[config.mk]
export PLATFORM = sky130hd
export DESIGN_NAME = board_cell_plotter
export DESIGN_NICKNAME = d
export VERILOG_FILES = /design/src/rtl/board_cell_plotter.sv
export SDC_FILE = /design/constraint.sdc
export NUM_CORES = 1
export LEC_CHECK = 0
export BUFFER_PORTS_ARGS = -buffer_cell sky130_fd_sc_hd__buf_4
export CAP_MARGIN = 20
export CORE_MARGIN = 5
export CORE_UTILIZATION = 50
export CTS_CLUSTER_DIAMETER = 80
export DETAILED_ROUTE_END_ITERATION = 12
export PLACE_DENSITY = 0.72
export SLEW_MARGIN = 5
export SYNTH_ARGS = -nofsm -noshare
export SYNTH_HDL_FRONTEND = slang
export SYNTH_SLANG_ARGS = --single-unit
[constraint.sdc]
create_clock -name CLOCK_50 -period 3.42 [get_ports CLOCK_50]
set_input_delay 0.342 -clock CLOCK_50 [delete_from_list [all_inputs] [get_ports CLOCK_50]]
set_output_delay 0.342 -clock CLOCK_50 [all_outputs]
set_load 0.01 [all_outputs]
[src/rtl/board_cell_plotter.sv]
// Purpose : renders a ROWS x COLS board bitmap onto a 160x120 3-bit pixel adapter,
//           redrawing only cells that differ from a shadow copy of what is on screen.
// Latency : 1 accept + ROWS*COLS scan cycles + CELL*CELL cycles per redrawn cell + 1 finish cycle.
// Backpressure: none toward the adapter (one pixel per clock); start is ignored while a pass runs.
//
// Ports:
//   CLOCK_50, resetn          - clock, asynchronous active-low reset
//   start                     - one-cycle render request, accepted only when idle
//   full_redraw, clear        - mode qualifiers sampled with start
//   board                     - row r at bits [r*COLS +: COLS], 1 = occupied
//   fg_colour, bg_colour      - occupied / empty colours sampled with start
//   x, y, colour, plot        - pixel stream to the adapter
//   busy, done                - pass in progress / one-cycle completion pulse
module board_cell_plotter #(
    parameter int ROWS = 23,
    parameter int COLS = 10,
    parameter int CELL = 4,
    parameter int X0   = 60,
    parameter int Y0   = 14
) (
    input  logic                   CLOCK_50,
    input  logic                   resetn,
    input  logic                   start,
    input  logic                   full_redraw,
    input  logic                   clear,
    input  logic [ROWS*COLS-1:0]   board,
    input  logic [2:0]             fg_colour,
    input  logic [2:0]             bg_colour,
    output logic [7:0]             x,
    output logic [6:0]             y,
    output logic [2:0]             colour,
    output logic                   plot,
    output logic                   busy,
    output logic                   done
);

    localparam int NCELL = ROWS * COLS;
    localparam int IW    = (NCELL > 1) ? $clog2(NCELL) : 1;
    localparam int RW    = (ROWS  > 1) ? $clog2(ROWS)  : 1;
    localparam int CW    = (COLS  > 1) ? $clog2(COLS)  : 1;
    localparam int PW    = (CELL  > 1) ? $clog2(CELL)  : 1;

    typedef enum logic [1:0] {
        S_IDLE,
        S_SCAN,
        S_DRAW,
        S_FINISH
    } state_t;

    state_t             state_q, state_d;
    logic [NCELL-1:0]   snap_q, snap_d;
    logic [NCELL-1:0]   shadow_q, shadow_d;
    logic [2:0]         fg_q, fg_d;
    logic [2:0]         bg_q, bg_d;
    logic               full_q, full_d;
    logic               clr_q, clr_d;
    logic               force_full_q, force_full_d;
    logic [IW-1:0]      idx_q, idx_d;
    logic [RW-1:0]      r_q, r_d;
    logic [CW-1:0]      c_q, c_d;
    logic [PW-1:0]      px_q, px_d;
    logic [PW-1:0]      py_q, py_d;
    logic [7:0]         x_q, x_d;
    logic [6:0]         y_q, y_d;
    logic [2:0]         col_q, col_d;

    logic               cell_bit;
    logic               shadow_bit;
    logic               last_cell;
    logic               advance;
    logic [7:0]         x_calc;
    logic [6:0]         y_calc;
    logic [2:0]         draw_colour;

    assign cell_bit    = snap_q[idx_q];
    assign shadow_bit  = shadow_q[idx_q];
    assign last_cell   = (idx_q == IW'(NCELL - 1));

    // Pixel coordinates are truncated to the adapter port widths.
    assign x_calc      = 8'(X0 + int'(c_q) * CELL + int'(px_q));
    assign y_calc      = 7'(Y0 + int'(r_q) * CELL + int'(py_q));
    assign draw_colour = clr_q ? bg_q : (cell_bit ? fg_q : bg_q);

    // Status and pixel outputs decode straight from state so an async reset
    // drops them immediately. x/y/colour show the hold registers outside DRAW.
    assign plot   = (state_q == S_DRAW);
    assign done   = (state_q == S_FINISH);
    assign busy   = (state_q == S_SCAN) || (state_q == S_DRAW);
    assign x      = plot ? x_calc      : x_q;
    assign y      = plot ? y_calc      : y_q;
    assign colour = plot ? draw_colour : col_q;

    always_comb begin
        state_d      = state_q;
        snap_d       = snap_q;
        shadow_d     = shadow_q;
        fg_d         = fg_q;
        bg_d         = bg_q;
        full_d       = full_q;
        clr_d        = clr_q;
        force_full_d = force_full_q;
        idx_d        = idx_q;
        r_d          = r_q;
        c_d          = c_q;
        px_d         = px_q;
        py_d         = py_q;
        x_d          = x_q;
        y_d          = y_q;
        col_d        = col_q;
        advance      = 1'b0;

        unique case (state_q)
            S_IDLE: begin
                if (start) begin
                    snap_d  = board;
                    fg_d    = fg_colour;
                    bg_d    = bg_colour;
                    full_d  = full_redraw | clear | force_full_q;
                    clr_d   = clear;
                    idx_d   = '0;
                    r_d     = '0;
                    c_d     = '0;
                    state_d = S_SCAN;
                end
            end

            S_SCAN: begin
                if (full_q || (cell_bit != shadow_bit)) begin
                    px_d    = '0;
                    py_d    = '0;
                    state_d = S_DRAW;
                end else begin
                    advance = 1'b1;
                end
            end

            S_DRAW: begin
                x_d   = x_calc;
                y_d   = y_calc;
                col_d = draw_colour;
                if (px_q == PW'(CELL - 1)) begin
                    px_d = '0;
                    if (py_q == PW'(CELL - 1)) begin
                        // Last pixel of the square: screen now matches this cell.
                        py_d            = '0;
                        shadow_d[idx_q] = clr_q ? 1'b0 : cell_bit;
                        advance         = 1'b1;
                    end else begin
                        py_d = py_q + PW'(1);
                    end
                end else begin
                    px_d = px_q + PW'(1);
                end
            end

            S_FINISH: begin
                force_full_d = 1'b0;
                state_d      = S_IDLE;
            end

            default: begin
                state_d = S_IDLE;
            end
        endcase

        // Row-major step shared by SCAN (clean cell) and DRAW (last pixel).
        if (advance) begin
            if (last_cell) begin
                state_d = S_FINISH;
            end else begin
                state_d = S_SCAN;
                idx_d   = idx_q + IW'(1);
                if (c_q == CW'(COLS - 1)) begin
                    c_d = '0;
                    r_d = r_q + RW'(1);
                end else begin
                    c_d = c_q + CW'(1);
                end
            end
        end
    end

    always_ff @(posedge CLOCK_50 or negedge resetn) begin
        if (!resetn) begin
            state_q      <= S_IDLE;
            snap_q       <= '0;
            shadow_q     <= '0;
            fg_q         <= '0;
            bg_q         <= '0;
            full_q       <= 1'b0;
            clr_q        <= 1'b0;
            force_full_q <= 1'b1;
            idx_q        <= '0;
            r_q          <= '0;
            c_q          <= '0;
            px_q         <= '0;
            py_q         <= '0;
            x_q          <= '0;
            y_q          <= '0;
            col_q        <= '0;
        end else begin
            state_q      <= state_d;
            snap_q       <= snap_d;
            shadow_q     <= shadow_d;
            fg_q         <= fg_d;
            bg_q         <= bg_d;
            full_q       <= full_d;
            clr_q        <= clr_d;
            force_full_q <= force_full_d;
            idx_q        <= idx_d;
            r_q          <= r_d;
            c_q          <= c_d;
            px_q         <= px_d;
            py_q         <= py_d;
            x_q          <= x_d;
            y_q          <= y_d;
            col_q        <= col_d;
        end
    end

endmodule

Word-level counts from Yosys, hierarchy flattened --
Cells that the tools add are included.
Operators by class: add/subtract/negate cells 9, bitwise gates (word level) 2, order comparisons 2, multiplexer cells 42, reduce and logical (&&, ||, !) cells 11, equality and inequality tests 12
Operator list (count):
- 230-bit bitwise mux | 1
- 8-bit 2-to-1 mux | 5
- 5-bit 2-to-1 mux | 5
- 4-bit 2-to-1 mux | 5
- 1-bit binary-select mux with 8-bit select | 2
- 2-bit 2-to-1 mux | 8
- 8-bit by 9-bit < comparator with 1-bit output (second input constant) | 1
- 3-bit 2-to-1 mux | 3
- 3-bit AND reduction | 3
- 7-bit by 2-bit adder with 8-bit output | 1
- 8-bit by 1-bit adder with 8-bit output (second input constant) | 1
- 1-bit demux with 8-bit select | 1
- 2-bit equality test (second input constant) | 4
- 8-bit equality test (second input constant) | 1
- 8-bit by 1-bit >= comparator with 1-bit output (second input constant) | 1
- 2-bit case mux with 2 select lines | 2
- 4-bit by 7-bit adder with 7-bit output (first input constant) | 1
- 6-bit by 6-bit adder with 7-bit output (first input constant) | 1
- 7-bit by 2-bit adder with 7-bit output | 1
- 1-bit 2-to-1 mux | 7
- 7-bit 2-to-1 mux | 1
- 2-bit case mux with 3 select lines | 1
- 5-bit by 1-bit adder with 5-bit output (second input constant) | 1
- 2-bit by 1-bit adder with 2-bit output (second input constant) | 2
- 15 further kinds | 19
Word-level totals: input bits 241, logic and storage cells 94, output and inout port bits 21, register bits 510

Logic depth before layout (Yosys ltp) --
word-level depth 8, mapped depth 16, gate-level depth less buffers 10

Worst setup path after synthesis --
Ideal clock, no wire load.
path type reg-to-reg, start reg idx_q[1], end reg r_q[3], clock period less this slack 3.574 ns, required time 3.294 ns, cell stages (with the launch flop) 14, buffers on the path 4, setup time 0.126 ns, setup slack -0.154 ns, arrival 3.448 ns, path through dfrtp_1 -> buf_2 -> buf_2 -> clkbuf_1 -> mux4_2 -> mux4_2 -> a32oi_1 -> o2111ai_1 -> o211ai_2 -> nand4bb_2 -> a21bo_1 -> or2_1 -> buf_2 -> a311o_1
On the way: longest elaborated chain between the ends 7, elaborated cells on any way between the ends 11, those cells by class eq/ne (2); mux (8); reduce/logical (1)
Ends and longest elaborated chain:
- start, declared | RTL line 58 | logic [IW-1:0] idx_q, idx_d;
- start signal, assigned | RTL line 210 | idx_q <= idx_d;
- 1-bit binary-select mux with 8-bit select (on tied branches) | RTL line 75, 76
- 1-bit 2-to-1 mux (on tied branches) | RTL line 75, 76
- 1-bit inequality test | RTL line 128 | if (full_q || (cell_bit != shadow_bit)) begin
- 1-bit logical OR | RTL line 128
- 1-bit 2-to-1 mux | RTL line 128
- 1-bit case mux with 2 select lines | RTL line 112 | unique case (state_q)
- 5-bit 2-to-1 mux (*) | RTL line 167 | if (advance) begin
- net r_d[3] | RTL line 59 | logic [RW-1:0] r_q, r_d;
- end signal, assigned | RTL line 211 | r_q <= r_d;
- end, declared | RTL line 59
The timed path passes the listed nets; every way through them passes the cells marked *. The select of a mux whose other input is x is not followed. A chain may end at the register's enable or synchronous reset.

Worst setup path in the final report --
start reg idx_q[0], end out colour[1]
On the way: longest elaborated chain between the ends 5
Ends and longest elaborated chain:
- 1-bit binary-select mux with 8-bit select | RTL line 75 | assign cell_bit = snap_q[idx_q];
- 1-bit 2-to-1 mux (not written as such) | RTL line 75
- 3-bit 2-to-1 mux (2 in a row) | RTL line 82 | assign draw_colour = clr_q ? bg_q : (cell_bit ? fg_q : bg_q);
- 3-bit 2-to-1 mux
- end, declared | RTL line 31 | output logic [2:0] colour,
Every way passes these cells. The select of a mux whose other input is x is not followed.

==> metrics.cfg <==
[clock_tree]
cts.sinks=510
clkTransAtPathRegs_ns=0.06
cts_root_buf=clkbuf_16
htreeDepth=2
cts_buffers=52
cts_tree=yes
cts_buffer_depth=3
clock_latency_ns=0.62

[logic_synthesis]
ys_seq_area_share_pct=52.8
synth-edff-count=0
synth_cell_types=67
synthArstFlopShare_pct=100
synth_ff_type=dfrtp_1
netlist_area_um2=24200
syn_area_per_cell_um2=12.7
synth_seq_cells=510
syn_nets=2154
synthCells=1895
ys_warn_count=0

[flow_run]
drv_cap=0

[global_route]
track_usage_pct=29.8
grt_max_degree=108
antenna_found_initial=3
grt-ovfl-total=0
grt_pass1_vias=20900
grt_pass1_wl_mm=124

[final_layout]
fin_nets=2699
drive_gt1_share_pct=42.5
nFillCells=2912
layout_common_cells=dfrtp_1, buf_4, mux2_2
area_growth_pct=38.3
multi_input_area_um2=11600
layout_commonest_cell=dfrtp_1
seqCellArea_um2=12800
final_core_util_pct=70.0

[floorplan]
die_area_um2=52800
die_x_um=230
fp-row-count=80
initial_core_util_pct=50.6
ios=262
core_area_um2=47700
die_h_um=230

[detailed_routing]
vias=19800
wl_per_cell_um=26.4
final_antenna_net_count=0
drt_wl_total_mm=81.8
drc=0
vias_per_cell=6.39
drt_iter0_markers=2109
dr.pass1.iters=6

[critical_path]
crit_path_start_kind=flop
rr_worst_depth=14
cp_max_fo=8
slowest_delay_ns=0.55
reg2reg_slack_ns=-0.55
worst-setup-path-type=flop to output port
critPathRequiredTime_ns=3.08
cp_data_arrival_time_ns=3.71
worst_setup_path_end_kind=output port
crit_chain=buf_6 > mux4_2 > mux4_2 > a32oi_2 > o311a_4 > buf_6 > a21o_4 > mux2i_2 > a21oi_2 > buf_4
timing.rr.end=idx_q[1]$_DFF_PN0_
timing.rr.start=idx_q[0]$_DFF_PN0_
cp_slowest_cell=dfrtp_4

[timing]
whs_ns=0.0701
fmax_mhz=247
min_period_ns=4.05
slew_headroom_pct=10.8
setup_viol=249
rsz0062_at_grt=yes
worst_pin_slew_ns=1.33
final-max-slew-violation-count=0
finalHoldViolCount=0
setup_ws_ns=-0.635
fin_worst_skew_ns=0.0298
fin_crit_sh_pct=119

[place]
hpwl_mm=46.2
pre_cts_ws_ns=-0.473
io_buffers=261
gp_congestion=0.895

[outcome]
violations=setup timing
status=finished with violations

[power]
ir_drop_uv=592
p_leak_nw=14.1
p_per_area_nw_per_um2=709

[min_path]
min_to=full_q$_DFFE_PN0P_
worst_hold_path.num_cells=3
hold_path.class=input pin to flop
worst_hold_startpoint=full_redraw

critical path, delay by kind of cell, from the launching register on:
kind	cells	cell delay [ns]
flops	1	0.55
mux	3	1.29
buf+inv	3	0.47
compound gates	4	0.78
power breakdown:
group | switching (mW) | internal [mW]
sequential | 1.12 | 7.61
clock | 2.56 | 3.44
combinational | 4.15 | 4.80
total | 7.83 | 15.9
layout make-up:
type	instances	area share, %
timing repair buffer	680	19.3
tap	615	2.30
clock buffer	73	4.46
antenna	2	0.0150
clock inverter	25	0.888
sequential	510	38.2
multi-input combinational	1177	34.6
inverter	19	0.213
cell usage after synthesis, types with 10 or more instances:
| library cell | instances | area (um2) |
|---|---|---|
| o31ai_1 | 225 | 1690 |
| clkbuf_1 | 146 | 548 |
| o21ai_0 | 238 | 1190 |
| nand2_1 | 75 | 282 |
| buf_1 | 14 | 52.6 |
| ha_1 | 18 | 225 |
| nor3_1 | 10 | 50.1 |
| mux2i_1 | 39 | 390 |
| inv_1 | 17 | 63.8 |
| a21oi_1 | 19 | 95.1 |
| nor2b_1 | 13 | 81.3 |
| dfrtp_1 | 509 | 12700 |
| mux2_2 | 249 | 2800 |
| buf_2 | 16 | 80.1 |
| mux4_2 | 109 | 2450 |
| a22oi_1 | 13 | 97.6 |
| nor2_1 | 25 | 93.8 |
| nand3_1 | 30 | 150 |
metrics by stage:
stage | setup TNS (ns) | power [mW] | instances | cell area, um2
global route | -66.05 | 24.5 | 3101 | 33400
global placement | -9.31 | 15.2 | 2732 | 27600
detailed placement | -23.21 | 15.5 | 2732 | 27600
CTS | -14.06 | 22.7 | 3089 | 32700
finish | -49.49 | 23.7 | 3101 | 33400
floorplan | -0.0150 | 13.0 | 1895 | 24200
how the worst max path moves through the flow:
stage                     depth (start not counted)                to          startpoint  slack (ns)
after floorplan                                  15  r_q[3]$_DFF_PN0_  idx_q[0]$_DFF_PN0_       -0.01
after global placement                           10  c_q[3]$_DFF_PN0_  idx_q[0]$_DFF_PN0_       -0.37
after detailed placement                         11  c_q[2]$_DFF_PN0_  idx_q[0]$_DFF_PN0_       -0.47
after CTS                                        11         colour[0]  idx_q[0]$_DFF_PN0_       -0.62
after global routing                             11         colour[1]  idx_q[0]$_DFF_PN0_       -0.72
final                                            10         colour[1]  idx_q[0]$_DFF_PN0_       -0.63
what timing repair did:
item,CTS,global route
pin swaps,10,13
resized for setup,119,102
endpoints found under the hold margin,318,0
hold buffers,238,0
gates cloned,9,3
setup buffers,13,9
setup endpoints to repair,246,254
logic make-up (layout without fill, tap and decap cells):
logic type	after synthesis	count (layout)	synth area share, %
adders and majority gates	18	18	0.932
muxes	401	401	23.6
other	0	2	0
xor gates and xnor gates	5	5	0.181
and+or+nand+nor	190	190	3.78
AOI/OAI and AO/OA	563	563	15.1
buffers and inverters	208	797	3.63
DFF	510	510	52.8
registers in the layout, summed over array words and instances, names as in the netlist, 3 cells and up:
| signal | cells |
|---|---|
| shadow_q | 230 |
| snap_q | 230 |
| idx_q | 8 |
| x_q | 8 |
| y_q | 7 |
| r_q | 5 |
| c_q | 4 |
| bg_q | 3 |
| col_q | 3 |
| fg_q | 3 |
layer usage:
metal | up-vias | GRT usage, % | wire, um | part of all wire, %
met5 | - | 0 | 13 | 0.016
met4 | 2 | 14.3 | 3980 | 4.9
met3 | 285 | 6.23 | 6560 | 8.0
met2 | 1131 | 49.3 | 40700 | 50
met1 | 10100 | 37.8 | 30500 | 37
li1 | 8295 | - | - | -
Note: power is estimated with default switching activity, not from simulation.
